===== config.mk =====
export PLATFORM = sky130hd
export DESIGN_NAME = fp_mul_arbiter
export DESIGN_NICKNAME = d
export VERILOG_FILES = /design/src/rtl/fpu_pkg.sv /design/src/rtl/fp_resp_fifo.sv /design/src/rtl/fp_mul_arbiter.sv
export SDC_FILE = /design/constraint.sdc
export NUM_CORES = 1
export LEC_CHECK = 0
export BUFFER_PORTS_ARGS = -buffer_cell sky130_fd_sc_hd__buf_2
export CAP_MARGIN = 5
export CORE_AREA = 4 4 161 163
export DETAILED_ROUTE_END_ITERATION = 10
export DIE_AREA = 0 0 165 167
export GPL_TIMING_DRIVEN = 0
export SLEW_MARGIN = 20
export SYNTH_ARGS = -nofsm -noshare
export SYNTH_HDL_FRONTEND = slang
export SYNTH_SLANG_ARGS = --single-unit

===== constraint.sdc =====
create_clock -name clk -period 2.84 [get_ports clk]
set_input_delay 0 -clock clk [delete_from_list [all_inputs] [get_ports clk]]
set_output_delay 0 -clock clk [all_outputs]
set_load 0.01 [all_outputs]

===== src/rtl/fpu_pkg.sv =====
`default_nettype none
// +----------------------------------------------------------------------------+
// | Module      : fpu_pkg                                                      |
// | Description : Shared FP rounding/exception encodings and response record.  |
// | Revision    : 1.0 - initial release                                        |
// +----------------------------------------------------------------------------+
package fpu_pkg;

    localparam logic [1:0] FP_ROUND_RNE = 2'b00;
    localparam logic [1:0] FP_ROUND_RTZ = 2'b01;
    localparam logic [1:0] FP_ROUND_RDN = 2'b10;
    localparam logic [1:0] FP_ROUND_RUP = 2'b11;

    localparam int FP_EXC_WIDTH = 5;
    localparam logic [FP_EXC_WIDTH-1:0] FP_INVALID   = 5'b10000;
    localparam logic [FP_EXC_WIDTH-1:0] FP_DIVZERO   = 5'b01000;
    localparam logic [FP_EXC_WIDTH-1:0] FP_OVERFLOW  = 5'b00100;
    localparam logic [FP_EXC_WIDTH-1:0] FP_UNDERFLOW = 5'b00010;
    localparam logic [FP_EXC_WIDTH-1:0] FP_INEXACT   = 5'b00001;

    // Record is sized for the widest supported format; users zero-extend into it.
    localparam int FP_MAX_WIDTH = 64;
    localparam int FP_MAX_IDW   = 8;

    typedef struct packed {
        logic [FP_MAX_IDW-1:0]   id;
        logic [FP_MAX_WIDTH-1:0] result;
        logic [FP_EXC_WIDTH-1:0] exception;
    } fp_resp_t;

endpackage
`default_nettype wire


===== src/rtl/fp_resp_fifo.sv =====
`default_nettype none
// +----------------------------------------------------------------------------+
// | Module      : fp_resp_fifo                                                 |
// | Description : Synchronous FIFO of fp_resp_t entries with occupancy output. |
// | Revision    : 1.0 - initial release                                        |
// +----------------------------------------------------------------------------+
module fp_resp_fifo
    import fpu_pkg::*;
#(
    parameter int DEPTH = 2
) (
    input  logic                     clk,
    input  logic                     rst,
    input  logic                     i_wr_en,
    input  fp_resp_t                 i_wr_data,
    input  logic                     i_rd_en,
    output fp_resp_t                 o_rd_data,
    output logic                     o_empty,
    output logic                     o_full,
    output logic [$clog2(DEPTH):0]   o_count
);

    localparam int c_ptr_w = $clog2(DEPTH);
    localparam logic [c_ptr_w-1:0] c_ptr_one = c_ptr_w'(1);
    localparam logic [c_ptr_w:0]   c_cnt_one = (c_ptr_w+1)'(1);
    localparam logic [c_ptr_w:0]   c_full    = (c_ptr_w+1)'(DEPTH);

    fp_resp_t           r_mem [DEPTH];
    logic [c_ptr_w-1:0] r_wr_ptr;
    logic [c_ptr_w-1:0] r_rd_ptr;
    logic [c_ptr_w:0]   r_count;
    logic               w_pop;

    assign o_empty   = (r_count == '0);
    assign o_full    = (r_count == c_full);
    assign o_count   = r_count;
    assign o_rd_data = r_mem[r_rd_ptr];
    assign w_pop     = i_rd_en && !o_empty;

    always_ff @(posedge clk) begin
        if (i_wr_en) begin
            r_mem[r_wr_ptr] <= i_wr_data;
        end
    end

    // Power-of-two depth lets the pointers wrap by natural overflow.
    always_ff @(posedge clk) begin
        if (rst) begin
            r_wr_ptr <= '0;
            r_rd_ptr <= '0;
            r_count  <= '0;
        end else begin
            assert (!(i_wr_en && o_full)) else $error("fp_resp_fifo: write while full");
            if (i_wr_en) begin
                r_wr_ptr <= r_wr_ptr + c_ptr_one;
            end
            if (w_pop) begin
                r_rd_ptr <= r_rd_ptr + c_ptr_one;
            end
            case ({i_wr_en, w_pop})
                2'b10:   r_count <= r_count + c_cnt_one;
                2'b01:   r_count <= r_count - c_cnt_one;
                default: r_count <= r_count;
            endcase
        end
    end

endmodule
`default_nettype wire


===== src/rtl/fp_mul_arbiter.sv =====
`default_nettype none
// +----------------------------------------------------------------------------+
// | Module      : fp_mul_arbiter                                               |
// | Description : Round-robin share of one 2-cycle FP multiplier, in-order     |
// |               tagged responses with credit-based backpressure.             |
// | Revision    : 1.0 - initial release                                        |
// +----------------------------------------------------------------------------+
module fp_mul_arbiter
    import fpu_pkg::*;
#(
    parameter int  NUM_REQ    = 4,
    parameter int  exp_width  = 8,
    parameter int  frac_width = 23,
    parameter int  RESP_DEPTH = 2,
    localparam int IDW        = (NUM_REQ > 1) ? $clog2(NUM_REQ) : 1,
    localparam int FPW        = exp_width + frac_width + 1
) (
    input  logic                   clk,
    input  logic                   rst,
    input  logic [NUM_REQ-1:0]     req_valid,
    output logic [NUM_REQ-1:0]     req_ready,
    input  logic [NUM_REQ*FPW-1:0] req_op1,
    input  logic [NUM_REQ*FPW-1:0] req_op2,
    input  logic [NUM_REQ*2-1:0]   req_round_mode,
    output logic                   resp_valid,
    input  logic                   resp_ready,
    output logic [IDW-1:0]         resp_id,
    output logic [FPW-1:0]         resp_result,
    output logic [4:0]             resp_exception,
    output logic                   mul_en,
    output logic [FPW-1:0]         mul_op1,
    output logic [FPW-1:0]         mul_op2,
    output logic [1:0]             mul_round_mode,
    input  logic [FPW-1:0]         mul_result,
    input  logic [4:0]             mul_exception
);

    localparam int c_cnt_w = $clog2(RESP_DEPTH) + 1;
    localparam logic [c_cnt_w:0] c_depth   = (c_cnt_w+1)'(RESP_DEPTH);
    localparam logic [IDW-1:0]   c_last_id = IDW'(NUM_REQ - 1);

    if (NUM_REQ < 1 || IDW > FP_MAX_IDW || FPW > FP_MAX_WIDTH || RESP_DEPTH < 2
        || (RESP_DEPTH & (RESP_DEPTH - 1)) != 0) begin : g_bad_cfg
        $error("fp_mul_arbiter: unsupported parameterization");
    end

    logic [IDW-1:0]     r_rr_ptr;
    logic               r_s1_valid;
    logic [IDW-1:0]     r_s1_id;
    logic [IDW-1:0]     w_grant;
    logic [IDW-1:0]     w_next_ptr;
    int                 w_scan;
    logic               w_any;
    logic               w_pop;
    logic               w_can_issue;
    logic               w_issue;
    logic [c_cnt_w:0]   w_occ;
    logic [c_cnt_w-1:0] w_fifo_count;
    logic               w_fifo_empty;
    logic               w_fifo_full;
    fp_resp_t           w_wr_data;
    fp_resp_t           w_rd_data;
    logic               w_unused_rd;

    // Count the same-cycle pop so a 2-deep buffer sustains one op per cycle.
    assign w_pop       = resp_valid & resp_ready;
    assign w_occ       = {1'b0, w_fifo_count} + {{c_cnt_w{1'b0}}, r_s1_valid}
                         - {{c_cnt_w{1'b0}}, w_pop};
    assign w_can_issue = (w_occ < c_depth);
    assign w_issue     = !rst && w_can_issue && w_any;

    // Scan from the far end so the index closest to r_rr_ptr wins last.
    always_comb begin
        w_any  = 1'b0;
        w_scan = 0;
        for (int k = NUM_REQ - 1; k >= 0; k--) begin
            if (req_valid[(int'(r_rr_ptr) + k) % NUM_REQ]) begin
                w_any  = 1'b1;
                w_scan = (int'(r_rr_ptr) + k) % NUM_REQ;
            end
        end
    end

    assign w_grant    = IDW'(w_scan);
    assign w_next_ptr = (w_grant == c_last_id) ? '0 : w_grant + IDW'(1);

    always_comb begin
        req_ready = '0;
        for (int i = 0; i < NUM_REQ; i++) begin
            req_ready[i] = w_issue && (w_grant == IDW'(i));
        end
    end

    assign mul_en         = w_issue;
    assign mul_op1        = req_op1[int'(w_grant)*FPW +: FPW];
    assign mul_op2        = req_op2[int'(w_grant)*FPW +: FPW];
    assign mul_round_mode = req_round_mode[int'(w_grant)*2 +: 2];

    always_ff @(posedge clk) begin
        if (rst) begin
            r_rr_ptr   <= '0;
            r_s1_valid <= 1'b0;
            r_s1_id    <= '0;
        end else begin
            r_s1_valid <= w_issue;
            r_s1_id    <= w_grant;
            if (w_issue) begin
                r_rr_ptr <= w_next_ptr;
            end
        end
    end

    always_comb begin
        w_wr_data           = '0;
        w_wr_data.id        = FP_MAX_IDW'(r_s1_id);
        w_wr_data.result    = FP_MAX_WIDTH'(mul_result);
        w_wr_data.exception = mul_exception;
    end

    fp_resp_fifo #(
        .DEPTH (RESP_DEPTH)
    ) u_resp_fifo (
        .clk       (clk),
        .rst       (rst),
        .i_wr_en   (r_s1_valid),
        .i_wr_data (w_wr_data),
        .i_rd_en   (resp_ready),
        .o_rd_data (w_rd_data),
        .o_empty   (w_fifo_empty),
        .o_full    (w_fifo_full),
        .o_count   (w_fifo_count)
    );

    assign resp_valid     = !w_fifo_empty;
    assign resp_id        = w_rd_data.id[IDW-1:0];
    assign resp_result    = w_rd_data.result[FPW-1:0];
    assign resp_exception = w_rd_data.exception;
    assign w_unused_rd    = ^{w_rd_data, w_fifo_full};

endmodule
`default_nettype wire


==> run_results.csv <==
group,metric,value,unit
yosys,synth_mux_area_frac,0.436,
yosys,yosysMostFrequentCell,"mux2i_1",
final_layout,fin_nets,1191,
yosys,synth-seq-cells,88,
routing,ant_nets,0,
sta,finalSetupViolCount,0,
sta,tightest_slew,0.601,ns
hold_path,holdPathEnd,"u_resp_fifo.o_count[1]$_SDFFE_PP0P_",
yosys,yosysWarnings,0,
run,drv_cap,0,
sta,slew_violations,0,
yosys,syn_area,5600,µm²
run_status,status,"completed",
grt,grt_max_degree,23,
yosys,synth_flop_cell,"edfxtp_1",
floorplanning,die-area,27600,µm²
cts,clockBufferDepth,2,
critical_path,r2r_cells,9,
floorplanning,boundaryPins,419,
place,dp_hpwl,19.3,mm
yosys,syn_nets,722,
grt,grt-ovfl-total,0,
yosys,synthCells,409,
routing,first_iter_violations,138,
cts,htreeDepth,3,
routing,dr.pass1.iters,4,
critical_path,crit_fanout,8,
hold_path,hold_start,"resp_ready",
power_and_ir_drop,vdd_drop_max,0.000428,V
routing,num_vias,5095,
sta,min_period,2.47,ns
floorplanning,die_y,167,µm
hold_path,hold_class,"in2reg",
sta,grt_setup_unrepaired,"no",
final_layout,fillerInstances,2462,
yosys,yosys.area.top_type_share,0.419,
critical_path,critical_path_class,"reg2out",
critical_path,cp_data_required_time,2.84,ns
sta,finalHoldViolations,0,
critical_path,cp-start-kind,"register",
floorplanning,fp.dieW,165,µm
yosys,async_flop_share,0,
yosys,synth-edff-count,78,
power_and_ir_drop,leakage,4.10,nW
cts,clock_latency,0.33,ns
cts,clkTransAtPathRegs,0.06,ns
power_and_ir_drop,total_power,4.65,mW
cts,cts.sinks,88,
place,placed_area,8150,µm²
critical_path,cp-end-kind,"output pin",
grt,first_global_vias,5370,
cts,cts_setup_buffers,0,
cts,cts_tree,"done",
sta,max_freq,405,MHz
hold_path,whs_path_depth,4,
final_layout,multi_input_area,2770,µm²
yosys,synth-xor-area-share,0.00626,
yosys,synth_common_cells,"mux2i_1, edfxtp_1, mux2_2, nor2_1, dfxtp_1",
floorplanning,initial_core_util,0.230,
final_layout,drive_above_1_share,0.572,
cts,root_buffer,"clkbuf_16",
place,gp_congestion,0.852,
floorplanning,core-area,24300,µm²
grt,antenna_found_initial,4,
yosys,yosys.area.top_type,"edfxtp_1",
sta,fin_crit_sh,0.868,
critical_path,r2r_start,"u_resp_fifo.o_count[1]$_SDFFE_PP0P_",
power_and_ir_drop,power_density,526,nW/µm²
final_layout,n_antenna_cell,0,
routing,via_per_inst,4.22,
yosys,synth_cell_types,32,
yosys,synth_area_leaders,"edfxtp_1, mux2i_1, mux2_2",
sta,relSlewSlack,0.598,
critical_path,rrSetupSlack,0.53,ns
sta,fin_skew,0.00529,ns
routing,wirelength,22.4,mm
yosys,synth_compound_area_frac,0.0127,
yosys,synth_top_family_by_area,"multiplexers",
cts,cts-buffers-inserted,9,
grt,grt_first_pass_wirelength,31.8,mm
final_layout,fin_area,8840,µm²
critical_path,worst_ep_arrival_time,2.47,ns
final_layout,area_growth,57.9,%
grt,grt_use_total,0.152,
floorplanning,rows,57,
yosys,ys_seq_area_frac,0.454,
routing,avgRoutedWirePerCell,18.6,µm
yosys,synthAdderAreaFrac,0.0125,
place,io_buffer_count,417,
final_layout,seq_area,2540,µm²
routing,drc_errors,0,
yosys,synth-simple-area-share,0.0246,
critical_path,worstReg2RegEnd,"r_s1_valid$_SDFF_PP0_",
yosys,synth_area_per_cell,13.7,µm²
power breakdown:
part           switching [mW]  total [mW]  leakage, nW  internal (mW)
clock network           0.445        1.09        0.140          0.642
logic                    1.02        1.97         3.15          0.959
registers              0.0330        1.59        0.810           1.55
total                    1.49        4.65         4.10           3.16
routing by layer:
layer  track usage  wire, µm  vias to the layer above
met5             0         0                        -
met3        0.0544      2130                       23
li1              -         -                     2493
met2         0.285     11700                      222
met1         0.165      8230                     2357
met4        0.0275       351                        0
worst max path at each step:
| stage | start | slack, ns | cells after the start | endpoint |
|---|---|---|---|---|
| 2_1_floorplan | r_s1_valid$_SDFF_PP0_ | 0.08 | 2 | u_resp_fifo.r_mem[0][0]$_DFFE_PP_ |
| 3_3_place_gp | r_s1_valid$_SDFF_PP0_ | -0.99 | 2 | u_resp_fifo.r_mem[0][31]$_DFFE_PP_ |
| 3_5_place_dp | u_resp_fifo.o_count[1]$_SDFFE_PP0P_ | 0.45 | 10 | r_rr_ptr[1]$_SDFFE_PP0P_ |
| 4_1_cts | u_resp_fifo.o_count[1]$_SDFFE_PP0P_ | 0.14 | 10 | req_ready[0] |
| 5_1_grt | u_resp_fifo.o_count[1]$_SDFFE_PP0P_ | 0.07 | 10 | req_ready[0] |
| 6_report | u_resp_fifo.o_count[1]$_SDFFE_PP0P_ | 0.37 | 10 | req_ready[0] |
flip-flops by register name, indices dropped and copies added (netlist names), named ones only:
| register | flops |
|---|---|
| r_s1_id | 2 |
| u_resp_fifo.r_wr_ptr | 1 |
| r_rr_ptr | 2 |
| u_resp_fifo.r_rd_ptr | 1 |
| u_resp_fifo.o_count | 2 |
| u_resp_fifo.r_mem | 78 |
| r_s1_valid | 1 |
critical path, stage by stage, from the launching register on:
cell and delay (ns):
dfxtp_2 0.40, inv_1 0.05, nor2_1 0.17, or2_2 0.16, nand2_1 0.06, fa_1 0.39
xnor2_1 0.14, nand3b_1 0.15, a31oi_4 0.28, and2_1 0.17, buf_2 0.15
cell usage in the layout (no fill, tap or decap), types with 2 or more instances in the layout:
master,n
dfxtp_1,9
a211oi_1,2
buf_6,2
and2_1,4
a21oi_1,3
nand2_1,3
clkbuf_4,5
nor2_1,12
buf_16,2
inv_2,2
clkbuf_16,9
clkbuf_8,2
mux2i_1,200
or2_2,2
clkbuf_1,5
xnor2_1,3
inv_1,4
dlygate4sd3_1,39
mux2_2,39
buf_2,424
nor2b_1,2
edfxtp_1,78
buf_12,7
ha_1,4
buf_4,3
per-stage QoR:
stage               setup TNS [ns]   util  setup slack (ns)  instances  hold slack [ns]
finish                           0  0.363             0.374       1207           0.0750
global route                     0  0.363            0.0716       1207            0.102
CTS                              0  0.363             0.140       1207           0.0678
detailed placement               0  0.335             0.446       1152            0.192
global placement            -38.48  0.333            -0.991       1150            0.188
floorplan                        0      -            0.0809        409           0.0989
area by class of cell:
| cell class | instances | share of cell area |
|---|---|---|
| buffer | 29 | 0.0313 |
| clock buffer | 12 | 0.0290 |
| clock inverter | 4 | 0.00311 |
| inverter | 6 | 0.00255 |
| multi-input combinational | 286 | 0.314 |
| sequential | 88 | 0.288 |
| tap | 324 | 0.0459 |
| timing repair buffer | 458 | 0.287 |
kinds of logic (layout without fill, tap and decap cells):
kind of cell / count (synthesis) / count (layout)
AND/OR/NAND/NOR: 28 / 28
multiplexers: 239 / 239
flip-flops: 88 / 88
buffers and inverters: 35 / 509
AO/OA/AOI/OAI: 10 / 10
adder cells (fa/ha/maj): 5 / 5
XOR/XNOR: 4 / 4
timing repair:
item	CTS	global route
gates resized for setup	0	2
hold buffers	39	0
hold endpoints to repair	75	0
setup endpoints to repair	0	5
(Power assumes the default switching activity.)
